$ cat src/rtl/riscv_pkg.sv
// rtl/riscv_pkg.sv - shared core constants for the pipelined RISC-V core
// Load funct3 encodings and default datapath widths.
package riscv_pkg;

    localparam int XLEN   = 32;
    localparam int REG_AW = 5;

    localparam logic [2:0] F3_LB  = 3'b000;
    localparam logic [2:0] F3_LH  = 3'b001;
    localparam logic [2:0] F3_LW  = 3'b010;
    localparam logic [2:0] F3_LBU = 3'b100;
    localparam logic [2:0] F3_LHU = 3'b101;

endpackage

$ cat src/rtl/load_extend.sv
// rtl/load_extend.sv - sub-word load lane select, extension and misalignment
// Purely combinational; byte lanes assume a 4-byte word.
module load_extend
    import riscv_pkg::*;
#(
    parameter int XLEN_P = XLEN
) (
    input  logic [XLEN_P-1:0] word,
    input  logic [1:0]        off,
    input  logic [2:0]        funct3,
    output logic [XLEN_P-1:0] ext,
    output logic              misaligned
);

    logic [7:0]  byte_v;
    logic [15:0] half_v;

    always_comb begin
        byte_v = word[7:0];
        case (off)
            2'd0: byte_v = word[7:0];
            2'd1: byte_v = word[15:8];
            2'd2: byte_v = word[23:16];
            2'd3: byte_v = word[31:24];
            default: byte_v = word[7:0];
        endcase
        half_v = off[1] ? word[31:16] : word[15:0];
    end

    always_comb begin
        ext        = word;
        misaligned = 1'b0;
        case (funct3)
            F3_LB:  ext = {{(XLEN_P-8){byte_v[7]}}, byte_v};
            F3_LBU: ext = {{(XLEN_P-8){1'b0}}, byte_v};
            F3_LH: begin
                ext        = {{(XLEN_P-16){half_v[15]}}, half_v};
                misaligned = off[0];
            end
            F3_LHU: begin
                ext        = {{(XLEN_P-16){1'b0}}, half_v};
                misaligned = off[0];
            end
            F3_LW: begin
                ext        = word;
                misaligned = |off;
            end
            default: ext = word;
        endcase
    end

endmodule

$ cat src/rtl/mem_wb_stage.sv
// rtl/mem_wb_stage.sv - MEM/WB pipeline register with load extraction
// Holds all stage state, the writeback mux and the retired-instruction counter.
module mem_wb_stage
    import riscv_pkg::*;
#(
    parameter int XLEN_P   = XLEN,
    parameter int REG_AW_P = REG_AW,
    parameter int CNT_W    = 32
) (
    input  logic                clk,
    input  logic                reset_n,
    input  logic                stall,
    input  logic                flush,
    input  logic                mem_valid,
    input  logic                mem_regwrite,
    input  logic                mem_memtoreg,
    input  logic [2:0]          mem_funct3,
    input  logic [REG_AW_P-1:0] mem_rd,
    input  logic [XLEN_P-1:0]   mem_alu_result,
    input  logic [XLEN_P-1:0]   data_mem_read_data,
    output logic                wb_valid,
    output logic                wb_regwrite,
    output logic [REG_AW_P-1:0] wb_rd,
    output logic [XLEN_P-1:0]   wb_result,
    output logic                wb_misaligned,
    output logic [CNT_W-1:0]    retired_count
);

    logic [XLEN_P-1:0] load_val;
    logic              load_mis;

    load_extend #(.XLEN_P(XLEN_P)) u_load_extend (
        .word       (data_mem_read_data),
        .off        (mem_alu_result[1:0]),
        .funct3     (mem_funct3),
        .ext        (load_val),
        .misaligned (load_mis)
    );

    logic                valid_q, valid_d;
    logic                regwrite_q, regwrite_d;
    logic [REG_AW_P-1:0] rd_q, rd_d;
    logic [XLEN_P-1:0]   result_q, result_d;
    logic                mis_q, mis_d;
    logic [CNT_W-1:0]    cnt_q, cnt_d;

    // misalignment only matters for loads; ALU ops reuse funct3 bits
    logic mis_eff;
    assign mis_eff = mem_memtoreg & load_mis;

    always_comb begin
        valid_d    = valid_q;
        regwrite_d = regwrite_q;
        rd_d       = rd_q;
        result_d   = result_q;
        mis_d      = mis_q;
        cnt_d      = cnt_q;
        if (flush) begin
            valid_d    = 1'b0;
            regwrite_d = 1'b0;
            mis_d      = 1'b0;
        end else if (!stall) begin
            valid_d    = mem_valid;
            rd_d       = mem_rd;
            regwrite_d = mem_valid & mem_regwrite & (|mem_rd) & ~mis_eff;
            result_d   = mem_memtoreg ? load_val : mem_alu_result;
            mis_d      = mem_valid & mis_eff;
            if (mem_valid) begin
                cnt_d = cnt_q + CNT_W'(1);
            end
        end
    end

    always_ff @(posedge clk or negedge reset_n) begin
        if (!reset_n) begin
            valid_q    <= 1'b0;
            regwrite_q <= 1'b0;
            rd_q       <= '0;
            result_q   <= '0;
            mis_q      <= 1'b0;
            cnt_q      <= '0;
        end else begin
            valid_q    <= valid_d;
            regwrite_q <= regwrite_d;
            rd_q       <= rd_d;
            result_q   <= result_d;
            mis_q      <= mis_d;
            cnt_q      <= cnt_d;
        end
    end

    assign wb_valid      = valid_q;
    assign wb_regwrite   = regwrite_q;
    assign wb_rd         = rd_q;
    assign wb_result     = result_q;
    assign wb_misaligned = mis_q;
    assign retired_count = cnt_q;

endmodule

$ cat config.mk
export PLATFORM = sky130hd
export DESIGN_NAME = mem_wb_stage
export DESIGN_NICKNAME = d
export VERILOG_FILES = /design/src/rtl/riscv_pkg.sv /design/src/rtl/load_extend.sv /design/src/rtl/mem_wb_stage.sv
export SDC_FILE = /design/constraint.sdc
export NUM_CORES = 1
export LEC_CHECK = 0
export BUFFER_PORTS_ARGS = -buffer_cell sky130_fd_sc_hd__buf_2
export CAP_MARGIN = 10
export CORE_MARGIN = 3
export CORE_UTILIZATION = 45
export DETAILED_ROUTE_END_ITERATION = 8
export PLACE_DENSITY = 0.86
export SKIP_CTS_REPAIR_TIMING = 1
export SLEW_MARGIN = 20
export SYNTH_ARGS = -nofsm -noshare
export SYNTH_HDL_FRONTEND = slang
export SYNTH_SLANG_ARGS = --single-unit
$ cat constraint.sdc
create_clock -name clk -period 1.5 [get_ports clk]
set_input_delay 0.3 -clock clk [delete_from_list [all_inputs] [get_ports clk]]
set_output_delay 0.3 -clock clk [all_outputs]
set_load 0.05 [all_outputs]
==> run_results.csv <==
group,metric,value,unit
detailed_routing,num_vias,4026,
synthesis,yosys_warnings,0,
power,power.leakage,2.73,nW
synthesis,netlist_area,0.00395,mm2
status,outcome,"finished with violations",
detailed_routing,ant_nets,0,
cts,root_buffer,"clkbuf_8",
critical_path,crit_cells,5,
floorplan,fp.coreArea,0.00838,mm2
global_routing,grt_use_total,0.247,
critical_path,criticalPathCategory,"flip-flop to flip-flop",
floorplan,rows,33,
layout,final.fill_count,681,
global_routing,grt_max_degree,73,
synthesis,synth_seq_cells,72,
detailed_routing,drt-wirelength-per-cell,17.7,um
layout,mostFrequentLayoutCells,"151 x buf_2, 64 x nand2_1, 50 x buf_4",
detailed_routing,firstDrtPassIters,4,
power,ir_drop,0.618,mV
synthesis,synth-edff-count,0,
cts,cts-htree-levels,3,
detailed_routing,via_per_inst,5.65,
synthesis,synth.distinct_cells,50,
power,power_density,1070,mW/mm2
min_path,hold_path_depth,3,
timing,setup_viol,5,
critical_path,path_cells,"nand4_4, nor4_4, buf_2, nand2_1, xnor2_1",
synthesis,yosysTopAreaCellShare,0.457,
global_routing,grt_pass1_wl,19500,um
synthesis,synth_nets,492,
synthesis,synth-main-ff-cell,"dfrtp_1",
critical_path,crit_start,"retired_count[8]$_DFFE_PN0P_",
place,pre_cts_ws,-0.166,ns
detailed_routing,totalWireLength,12700,um
critical_path,r2r-end,"retired_count[20]$_DFFE_PN0P_",
layout,utilization,0.662,
timing,slew_viol_final,0,
cts,cts_buffer_depth,2,
critical_path,critPathTopFamily,"simple AND/OR/NAND/NOR gates",
global_routing,grt-ovfl-total,0,
floorplan,die_w,99.6,um
layout,final_common_cell,"buf_2",
place,dp_hpwl,9210,um
global_routing,grt_antenna_before_repair,0,
synthesis,yosys.area.top_type,"dfrtp_1",
timing,grt_setup_unrepaired,"yes",
cts,cts.sinks,72,
power,power,5.91,mW
timing,fin_crit_sh,1.04,
critical_path,cp_max_fo,6,
timing,layout_setup_ws,-0.0633,ns
critical_path,ff2ff_path_depth,5,
cts,cts_made_buffers,9,
critical_path,crit_slowest_cell,"dfrtp_2",
detailed_routing,drc_errors,0,
synthesis,syn_inst,412,
cts,worstSkewPairLatency,0.34,ns
critical_path,crit_end,"retired_count[20]$_DFFE_PN0P_",
critical_path,cp-start-kind,"flip-flop",
status,failed_checks,"setup timing",
min_path,hp-class,"primary input to flip-flop",
layout,syn_to_final_growth,40.6,%
critical_path,worstPathArrival,1.78,ns
floorplan,dieArea,0.00993,mm2
layout,drive_above_1_share,0.447,
detailed_routing,drtIter0Drc,176,
layout,antennaDiodeCount,0,
timing,hold_viol,0,
timing,tns,-0.127,ns
cts,cts_tree,"built",
place,place.gp.congestion,0.903,
floorplan,start_util,0.471,
synthesis,synth_area_per_cell,9.58,um2
floorplan,die_h,99.6,um
flow_run,drv_cap,0,
critical_path,critPathMaxStageDelay,0.42,ns
place,numPortBuffers,150,
cts,clk_pin_slew,0.08,ns
critical_path,crit_required,1.72,ns
timing,period_minus_slack,1.56,ns
critical_path,r2r_start,"retired_count[8]$_DFFE_PN0P_",
global_routing,grt_pass1_vias,3911,
synthesis,yosysSeqAreaShare,0.457,
layout,nets,683,
synthesis,async_reset_ff_frac,1.00,
critical_path,path_buf_inv,1,
synthesis,ys_top_cells_by_area,"dfrtp_1 46%, nand2_1 6.2%, xnor2_1 5.8%, o21ai_0 4.3%, o311a_1 4.3%",
critical_path,end_kind,"flip-flop",
timing,tightest_slew,0.387,ns
timing,skew,0.00630,ns
critical_path,rrSetupSlack,-0.06,ns
timing,relSlewSlack,0.742,
timing,max_freq,0.640,GHz
floorplan,ioPinCount,151,
[state kept, by name, indices dropped and copies added (netlist names)]
signal         count
retired_count     32
wb_misaligned      1
wb_valid           1
wb_rd              5
wb_regwrite        1
wb_result         32
[cell families (layout without fill, tap and decap cells)]
kind of cell	count (synthesis)	after routing	synth area share
buf+inv	33	229	0.0349
xor+xnor	31	31	0.0688
mux	19	19	0.0561
compound gates	105	105	0.184
simple gates	151	151	0.196
fa+ha+maj	1	1	0.00317
flops	72	72	0.457
[layout make-up]
| cell class | instances | area (um2) | area share |
|---|---|---|---|
| Clock buffer | 9 | 124 | 0.0223 |
| Clock inverter | 7 | 71.3 | 0.0129 |
| Tap cell | 105 | 131 | 0.0237 |
| Inverter | 3 | 11.3 | 0.00203 |
| Sequential cell | 72 | 1830 | 0.330 |
| Multi-Input combinational cell | 307 | 2100 | 0.379 |
| Timing Repair Buffer | 210 | 1270 | 0.230 |
[cell usage after synthesis, drive strengths merged, types with 8 or more instances]
master,number
xnor2,26
nand3,12
o311a,17
o21ai,44
nor2b,8
mux2i,16
dfrtp,72
nand4,12
nor2,16
a21oi,9
clkbuf,23
nand2,65
a22o,8
[worst min-delay path by stage]
stage / startpoint / end / slack, ns
global route: mem_rd[3] / wb_rd[3]$_DFFE_PN0P_ / 0.15
floorplan: reset_n / retired_count[0]$_DFFE_PN0P_ / 0.004
global placement: reset_n / retired_count[16]$_DFFE_PN0P_ / 0.36
detailed placement: reset_n / retired_count[13]$_DFFE_PN0P_ / 0.36
CTS: reset_n / retired_count[13]$_DFFE_PN0P_ / -0.01
finish: mem_rd[0] / wb_rd[0]$_DFFE_PN0P_ / 0.16
[through the flow]
step                hold slack, ns  instance area, um2  instances
floorplan                  0.00441                4010        412
CTS                        -0.0110                5410        703
finish                       0.163                5550        713
global placement             0.359                5210        687
detailed placement           0.365                5210        687
global route                 0.154                5550        713
[metal layers]
layer / global-route usage / routed length, um / vias to the layer above / share of wire
met2: 0.414 / 6210 / 192 / 0.49
met4: 0.0714 / 226 / 0 / 0.018
li1: - / - / 1886 / -
met3: 0.0680 / 1140 / 18 / 0.090
met5: 0 / 0 / - / 0
met1: 0.312 / 5070 / 1930 / 0.40
[worst register-to-register path, stage by stage, from the launching register on]
cell and delay [ns]:
dfrtp_2 0.42, nand4_4 0.18, nor4_4 0.38, buf_2 0.23, nand2_1 0.10, xnor2_1 0.14
[power by group]
| group | switching, mW | leakage [nW] | internal, mW | total (mW) |
|---|---|---|---|---|
| combinational | 1.38 | 1.76 | 0.634 | 2.01 |
| clock | 0.795 | 0.0916 | 0.768 | 1.56 |
| sequential | 0.170 | 0.879 | 2.16 | 2.33 |
Power figures use the tool's default switching activity.
